File: config.mk
export PLATFORM = sky130hd
export DESIGN_NAME = i2c_slave_ctrl
export DESIGN_NICKNAME = d
export VERILOG_FILES = /design/src/rtl/i2c_slave_ctrl.sv
export SDC_FILE = /design/constraint.sdc
export NUM_CORES = 1
export LEC_CHECK = 0
export BUFFER_PORTS_ARGS = -buffer_cell sky130_fd_sc_hd__buf_2
export CORE_ASPECT_RATIO = 0.7
export CORE_MARGIN = 1.5
export CORE_UTILIZATION = 51
export DETAILED_ROUTE_END_ITERATION = 8
export PLACE_DENSITY = 0.8
export SYNTH_ARGS = -nofsm -noshare
export SYNTH_HDL_FRONTEND = slang
export SYNTH_SLANG_ARGS = --single-unit
File: constraint.sdc
create_clock -name clk -period 1.8 [get_ports clk]
set_input_delay 0.36 -clock clk [delete_from_list [all_inputs] [get_ports clk]]
set_output_delay 0.36 -clock clk [all_outputs]
set_load 0.02 [all_outputs]
File: src/rtl/i2c_slave_ctrl.sv
// I2C slave byte-level controller: synchronizes the pad signals, detects START/STOP,
// ACKs a matched address, receives write bytes and serializes read bytes onto SDA.
module i2c_slave_ctrl #(
    parameter int SYNC_STAGES = 2
) (
    input  logic       clk,
    input  logic       reset,
    input  logic       scl_in,
    input  logic       sda_in,
    output logic       sda_oe,
    output logic       addr_load,
    input  logic       comp,
    output logic       rw,
    output logic [7:0] rx_data,
    output logic       rx_valid,
    output logic       tx_req,
    input  logic [7:0] tx_data,
    output logic       busy
);
    localparam int STAGES_C = (SYNC_STAGES < 2) ? 2 : SYNC_STAGES;

    typedef enum logic [2:0] {
        IDLE      = 3'd0,
        ADDR      = 3'd1,
        ADDR_ACK  = 3'd2,
        WRITE     = 3'd3,
        WRITE_ACK = 3'd4,
        READ      = 3'd5,
        READ_ACK  = 3'd6
    } state_t;

    logic [STAGES_C-1:0] scl_sync_r;
    logic [STAGES_C-1:0] sda_sync_r;
    logic                scl_d_r;
    logic                sda_d_r;
    logic                scl_s;
    logic                sda_s;
    logic                scl_rise_s;
    logic                scl_fall_s;
    logic                start_s;
    logic                stop_s;

    state_t              state_r;
    state_t              state_nxt_s;
    logic [3:0]          cnt_r;
    logic [3:0]          cnt_nxt_s;
    logic [7:0]          shift_r;
    logic [7:0]          shift_nxt_s;
    logic                sda_oe_r;
    logic                sda_oe_nxt_s;
    logic                addr_load_r;
    logic                addr_load_nxt_s;
    logic                rw_r;
    logic                rw_nxt_s;
    logic [7:0]          rx_data_r;
    logic [7:0]          rx_data_nxt_s;
    logic                rx_valid_r;
    logic                rx_valid_nxt_s;
    logic                busy_r;
    logic                tx_req_s;

    // Pad synchronizers plus one-clk-delayed copies; idle bus level is high.
    always_ff @(posedge clk) begin
        if (reset) begin
            scl_sync_r <= {STAGES_C{1'b1}};
            sda_sync_r <= {STAGES_C{1'b1}};
            scl_d_r    <= 1'b1;
            sda_d_r    <= 1'b1;
        end else begin
            scl_sync_r <= {scl_sync_r[STAGES_C-2:0], scl_in};
            sda_sync_r <= {sda_sync_r[STAGES_C-2:0], sda_in};
            scl_d_r    <= scl_sync_r[STAGES_C-1];
            sda_d_r    <= sda_sync_r[STAGES_C-1];
        end
    end

    assign scl_s      = scl_sync_r[STAGES_C-1];
    assign sda_s      = sda_sync_r[STAGES_C-1];
    assign scl_rise_s = scl_s & ~scl_d_r;
    assign scl_fall_s = ~scl_s & scl_d_r;
    assign start_s    = scl_s & scl_d_r & sda_d_r & ~sda_s;
    assign stop_s     = scl_s & scl_d_r & ~sda_d_r & sda_s;

    // State and datapath registers.
    always_ff @(posedge clk) begin
        if (reset) begin
            state_r     <= IDLE;
            cnt_r       <= 4'd0;
            shift_r     <= 8'h00;
            sda_oe_r    <= 1'b0;
            addr_load_r <= 1'b0;
            rw_r        <= 1'b0;
            rx_data_r   <= 8'h00;
            rx_valid_r  <= 1'b0;
            busy_r      <= 1'b0;
        end else begin
            state_r     <= state_nxt_s;
            cnt_r       <= cnt_nxt_s;
            shift_r     <= shift_nxt_s;
            sda_oe_r    <= sda_oe_nxt_s;
            addr_load_r <= addr_load_nxt_s;
            rw_r        <= rw_nxt_s;
            rx_data_r   <= rx_data_nxt_s;
            rx_valid_r  <= rx_valid_nxt_s;
            busy_r      <= (state_nxt_s != IDLE);
        end
    end

    // Next-state logic; bus conditions outrank bit processing.
    always_comb begin
        state_nxt_s = state_r;
        if (start_s) begin
            state_nxt_s = ADDR;
        end else if (stop_s) begin
            state_nxt_s = IDLE;
        end else begin
            case (state_r)
                IDLE: begin
                    state_nxt_s = IDLE;
                end
                ADDR: begin
                    if (scl_rise_s && (cnt_r == 4'd7)) begin
                        state_nxt_s = comp ? ADDR_ACK : IDLE;
                    end else begin
                        state_nxt_s = ADDR;
                    end
                end
                ADDR_ACK: begin
                    if (scl_fall_s && (cnt_r == 4'd0)) begin
                        state_nxt_s = rw_r ? READ : WRITE;
                    end else begin
                        state_nxt_s = ADDR_ACK;
                    end
                end
                WRITE: begin
                    if (scl_rise_s && (cnt_r == 4'd7)) begin
                        state_nxt_s = WRITE_ACK;
                    end else begin
                        state_nxt_s = WRITE;
                    end
                end
                WRITE_ACK: begin
                    if (scl_fall_s && (cnt_r == 4'd0)) begin
                        state_nxt_s = WRITE;
                    end else begin
                        state_nxt_s = WRITE_ACK;
                    end
                end
                READ: begin
                    if (scl_fall_s && (cnt_r == 4'd8)) begin
                        state_nxt_s = READ_ACK;
                    end else begin
                        state_nxt_s = READ;
                    end
                end
                READ_ACK: begin
                    if (scl_rise_s && (cnt_r == 4'd8)) begin
                        state_nxt_s = sda_s ? IDLE : READ_ACK;
                    end else if (scl_fall_s && (cnt_r == 4'd0)) begin
                        state_nxt_s = READ;
                    end else begin
                        state_nxt_s = READ_ACK;
                    end
                end
                default: begin
                    state_nxt_s = IDLE;
                end
            endcase
        end
    end

    // Output and datapath next values. In the ACK states the counter sits at 8
    // until the 9th rising edge wraps it to 0, which marks the ACK-ending fall.
    always_comb begin
        cnt_nxt_s       = cnt_r;
        shift_nxt_s     = shift_r;
        sda_oe_nxt_s    = sda_oe_r;
        addr_load_nxt_s = addr_load_r;
        rw_nxt_s        = rw_r;
        rx_data_nxt_s   = rx_data_r;
        rx_valid_nxt_s  = 1'b0;
        tx_req_s        = 1'b0;
        if (start_s || stop_s) begin
            cnt_nxt_s       = 4'd0;
            sda_oe_nxt_s    = 1'b0;
            addr_load_nxt_s = 1'b0;
        end else begin
            case (state_r)
                ADDR, WRITE: begin
                    if (scl_rise_s) begin
                        shift_nxt_s = {shift_r[6:0], sda_s};
                        cnt_nxt_s   = cnt_r + 4'd1;
                        if ((state_r == ADDR) && (cnt_r == 4'd6)) begin
                            addr_load_nxt_s = 1'b1;
                        end else if ((state_r == ADDR) && (cnt_r == 4'd7)) begin
                            addr_load_nxt_s = 1'b0;
                            rw_nxt_s        = sda_s;
                        end else if ((state_r == WRITE) && (cnt_r == 4'd7)) begin
                            rx_data_nxt_s  = {shift_r[6:0], sda_s};
                            rx_valid_nxt_s = 1'b1;
                        end else begin
                            addr_load_nxt_s = addr_load_r;
                        end
                    end else begin
                        cnt_nxt_s = cnt_r;
                    end
                end
                ADDR_ACK, WRITE_ACK, READ_ACK: begin
                    if (scl_fall_s && (cnt_r == 4'd8)) begin
                        sda_oe_nxt_s = (state_r != READ_ACK);
                    end else if (scl_rise_s && (cnt_r == 4'd8)) begin
                        cnt_nxt_s = 4'd0;
                    end else if (scl_fall_s && (cnt_r == 4'd0)) begin
                        if ((state_r == READ_ACK) || ((state_r == ADDR_ACK) && rw_r)) begin
                            tx_req_s     = 1'b1;
                            shift_nxt_s  = {tx_data[6:0], 1'b0};
                            sda_oe_nxt_s = ~tx_data[7];
                        end else begin
                            sda_oe_nxt_s = 1'b0;
                        end
                    end else begin
                        cnt_nxt_s = cnt_r;
                    end
                end
                READ: begin
                    if (scl_rise_s) begin
                        cnt_nxt_s = (cnt_r < 4'd8) ? (cnt_r + 4'd1) : cnt_r;
                    end else if (scl_fall_s && (cnt_r == 4'd8)) begin
                        sda_oe_nxt_s = 1'b0;
                    end else if (scl_fall_s && (cnt_r != 4'd0)) begin
                        sda_oe_nxt_s = ~shift_r[7];
                        shift_nxt_s  = {shift_r[6:0], 1'b0};
                    end else begin
                        cnt_nxt_s = cnt_r;
                    end
                end
                default: begin
                    cnt_nxt_s = cnt_r;
                end
            endcase
        end
    end

    assign sda_oe    = sda_oe_r;
    assign addr_load = addr_load_r;
    assign rw        = rw_r;
    assign rx_data   = rx_data_r;
    assign rx_valid  = rx_valid_r;
    assign busy      = busy_r;
    assign tx_req    = tx_req_s & ~reset;

endmodule

==> run metrics <==
syn nets 220; # rows 18; Synth top area share 36.3%; final period utilization 109%; die height 53.7 um; Iter 0 DRT Violations 268; ys flop type dfxtp_1; Post-Layout Cell Count 312; Synth warnings 0; EDFF count, synth 0; GRT busiest layer met2; Reg clk slew, reported paths 0.07 ns; synth unique cells 53; Synth Cell Area 1870 um2; Core ar. 3510 um2; layout cells sized above 1 44.3%; Num CTS Buffers 5; power consumption 1580 uW; Clock Skew 0.00631 ns; status finished with violations; nets@finish 278; initial antenna violation count 0; Sink Count 34; vias in the first global route 1587; root buf cell clkbuf_8; Largest stage delay, worst path 0.34 ns; ant diodes 0; Setup CP Type flip-flop to output port; max cap viols 0; Setup-failing EPs final 9; failing checks negative setup slack; CP Data Required Time 1.44 ns; total power per unit cell area 626 nW/um2; post-synthesis instance total 204; # fillers 267; pin count of the biggest net entering global routing 16; insertion delay to the later sink of the worst-skew pair 0.29 ns; antenna-violating nets left 0; Clock Tree Buf Depth 2; TritonCTS clock tree built; hold_ws 0.256 ns; first-pass GRT wire length 7850 um; RD Place Congestion 0.924; aggregate global routing overflow 0; final WL 5180 um; boundary pin count 27; die width 75.4 um; FF+latch count, synth 34; dpl ws -0.144 ns; DRC viols 0; Synth area leader dfxtp_1; DR WL/cell 16.6 um; met3 Track Usage GR 6.74%; min cycle time layout 1.96 ns; crit path max fanout 4; worst setup margin -0.159 ns; Slowest cell on crit path dfxtp_2; cell count after placement 296; Port Buf Inserts 26; Peak VDD IR 0.000410 V; die area 4050 um2; worst slew pin tran 0.326 ns; asr flop ratio synth 0%; Initial Util 53.3%; H-tree depth 2; Synth area leaders dfxtp_1 (36%), mux2i_1 (8.6%), nor2_1 (3.8%), a21oi_1 (3.7%), a311oi_1 (3.3%); worst path arrival time 1.60 ns; Hold Crit Class input pin to flip-flop; Slew HR 78.2%; Final Hold Vio Count 0; met2 Usage GRT 41.1%; CTS Hold Bufs 0; Leak 0.00106 uW; vias per cell 5.88; synthesized area per cell 9.18 um2; Layout area overhead 35.1%; RSZ-0062 raised after global routing true; hpwl dp 3410 um; GRT Overall Usage 26.7%; fin. max-slew vios 0; sequential-to-total area share from yosys stat 36.3%; vias post-DR 1835; maximum clock rate 511 MHz; final core occ 72.0%; DRT Pass-1 Iters 4; Crit. End Element output port; CP startpoint kind flip-flop; met1 usage 37.3%; Cell Chain, Critical Path inv_2, ha_4, nand4bb_4, nor2_4, nand2_2, nor3_4, buf_6
-- area by class of cell --
| class | instances | area (um2) | share of cell area (%) |
|---|---|---|---|
| flip-flops and latches | 34 | 691 | 27.3 |
| inverters | 8 | 30.0 | 1.19 |
| well taps | 50 | 62.6 | 2.47 |
| repair buffers | 65 | 437 | 17.3 |
| multi-input cells | 148 | 1200 | 47.3 |
| clock inverters | 1 | 30.0 | 1.19 |
| clock buffers | 6 | 82.6 | 3.26 |
-- registers in the layout (all words and copies together), names as in the netlist --
| register | cells |
|---|---|
| busy | 1 |
| sda_oe | 1 |
| addr_load | 1 |
| rx_data | 8 |
| scl_d_r | 1 |
| rw | 1 |
| shift_r | 8 |
| state_r | 3 |
| cnt_r | 4 |
| scl_sync_r | 2 |
| sda_d_r | 1 |
| rx_valid | 1 |
| sda_sync_r | 2 |
-- worst paths after layout --
path                                          startpoint                        to  depth (start not counted)  slack (ns)
worst max-delay path               cnt_r[0]$_SDFFE_PP0P_                    tx_req                          7       -0.16
worst min-delay path                              scl_in  scl_sync_r[0]$_SDFF_PP1_                          2        0.26
worst max register to register     cnt_r[0]$_SDFFE_PP0P_   shift_r[0]$_SDFFE_PP0P_                          7       -0.12
worst min register to register  scl_sync_r[0]$_SDFF_PP1_  scl_sync_r[1]$_SDFF_PP1_                          1        0.41
-- routing by layer --
| layer | share of wire, % | wire length (um) | vias to the layer above |
|---|---|---|---|
| met5 | 0 | 0 | - |
| met4 | 1.5 | 79 | 0 |
| met1 | 46 | 2370 | 863 |
| li1 | - | - | 872 |
| met3 | 7.6 | 395 | 14 |
| met2 | 45 | 2340 | 86 |
-- cells in the final DEF (no fill, tap or decap), types with 3 or more instances in the layout --
cell	count
dfxtp_1	28
clkbuf_8	6
nand2b_1	3
nor2b_1	5
buf_4	37
a21oi_1	13
nor2_1	16
buf_6	3
mux2i_1	16
nand3_1	5
and3_1	3
buf_2	25
nand2_2	3
a311oi_1	7
inv_1	6
o21ai_0	6
or2_2	7
dfxtp_2	5
-- stage by stage --
stage,TNS (ns),cell area (um2)
final,-0.431,2530
after global routing,-1.47,2530
after CTS,-0.261,2430
after detailed placement,-1.17,2210
after global placement,-0.385,2210
after floorplan,0,1880
-- cell usage after synthesis, types with 2 or more instances --
cell type,n
dfxtp_1,34
and2_1,3
a21oi_1,14
nor3_1,3
a31oi_1,2
a21boi_1,2
clkbuf_1,3
inv_1,8
nor2b_1,5
o221ai_1,2
nor3b_1,2
a311oi_1,7
a221o_1,2
a21boi_0,2
o21ai_0,6
a311o_1,2
or4_1,3
nand4b_1,2
or2_2,8
o31ai_1,3
nand2b_1,3
o21ai_1,2
nand4_1,2
nand2_1,4
buf_6,2
nand3_1,5
and3_1,3
buf_2,5
nand3b_1,2
buf_4,4
xnor2_1,2
mux2i_1,16
nor2_1,19
ha_1,3
-- critical path: cells and delay by family (launching register included) --
kind / cells / cell delay (ns)
buf+inv: 2 / 0.23
simple gates: 4 / 0.60
fa+ha+maj: 1 / 0.16
flops: 1 / 0.34
-- cells by family after synthesis --
logic type,count (synthesis),share of synthesized area [%]
compound gates,59,24.1
xor+xnor,2,0.935
fa+ha+maj,3,2.00
buf+inv,22,6.35
flops,34,36.3
mux,16,8.55
simple gates,68,21.7
-- where the power goes --
| group | switching [uW] | leakage [uW] | internal [uW] |
|---|---|---|---|
| registers | 6.55 | 0.000277 | 757 |
| logic | 50.4 | 0.000722 | 51.0 |
| clock network | 276 | 0.0000573 | 443 |
| total | 333 | 0.00106 | 1250 |
-- timing repair --
action	4_1_cts	5_1_grt
gates resized for setup	22	15
pin swaps	8	12
endpoints found under the setup margin	15	23
buffers inserted	4	5
(Power assumes the default switching activity.)
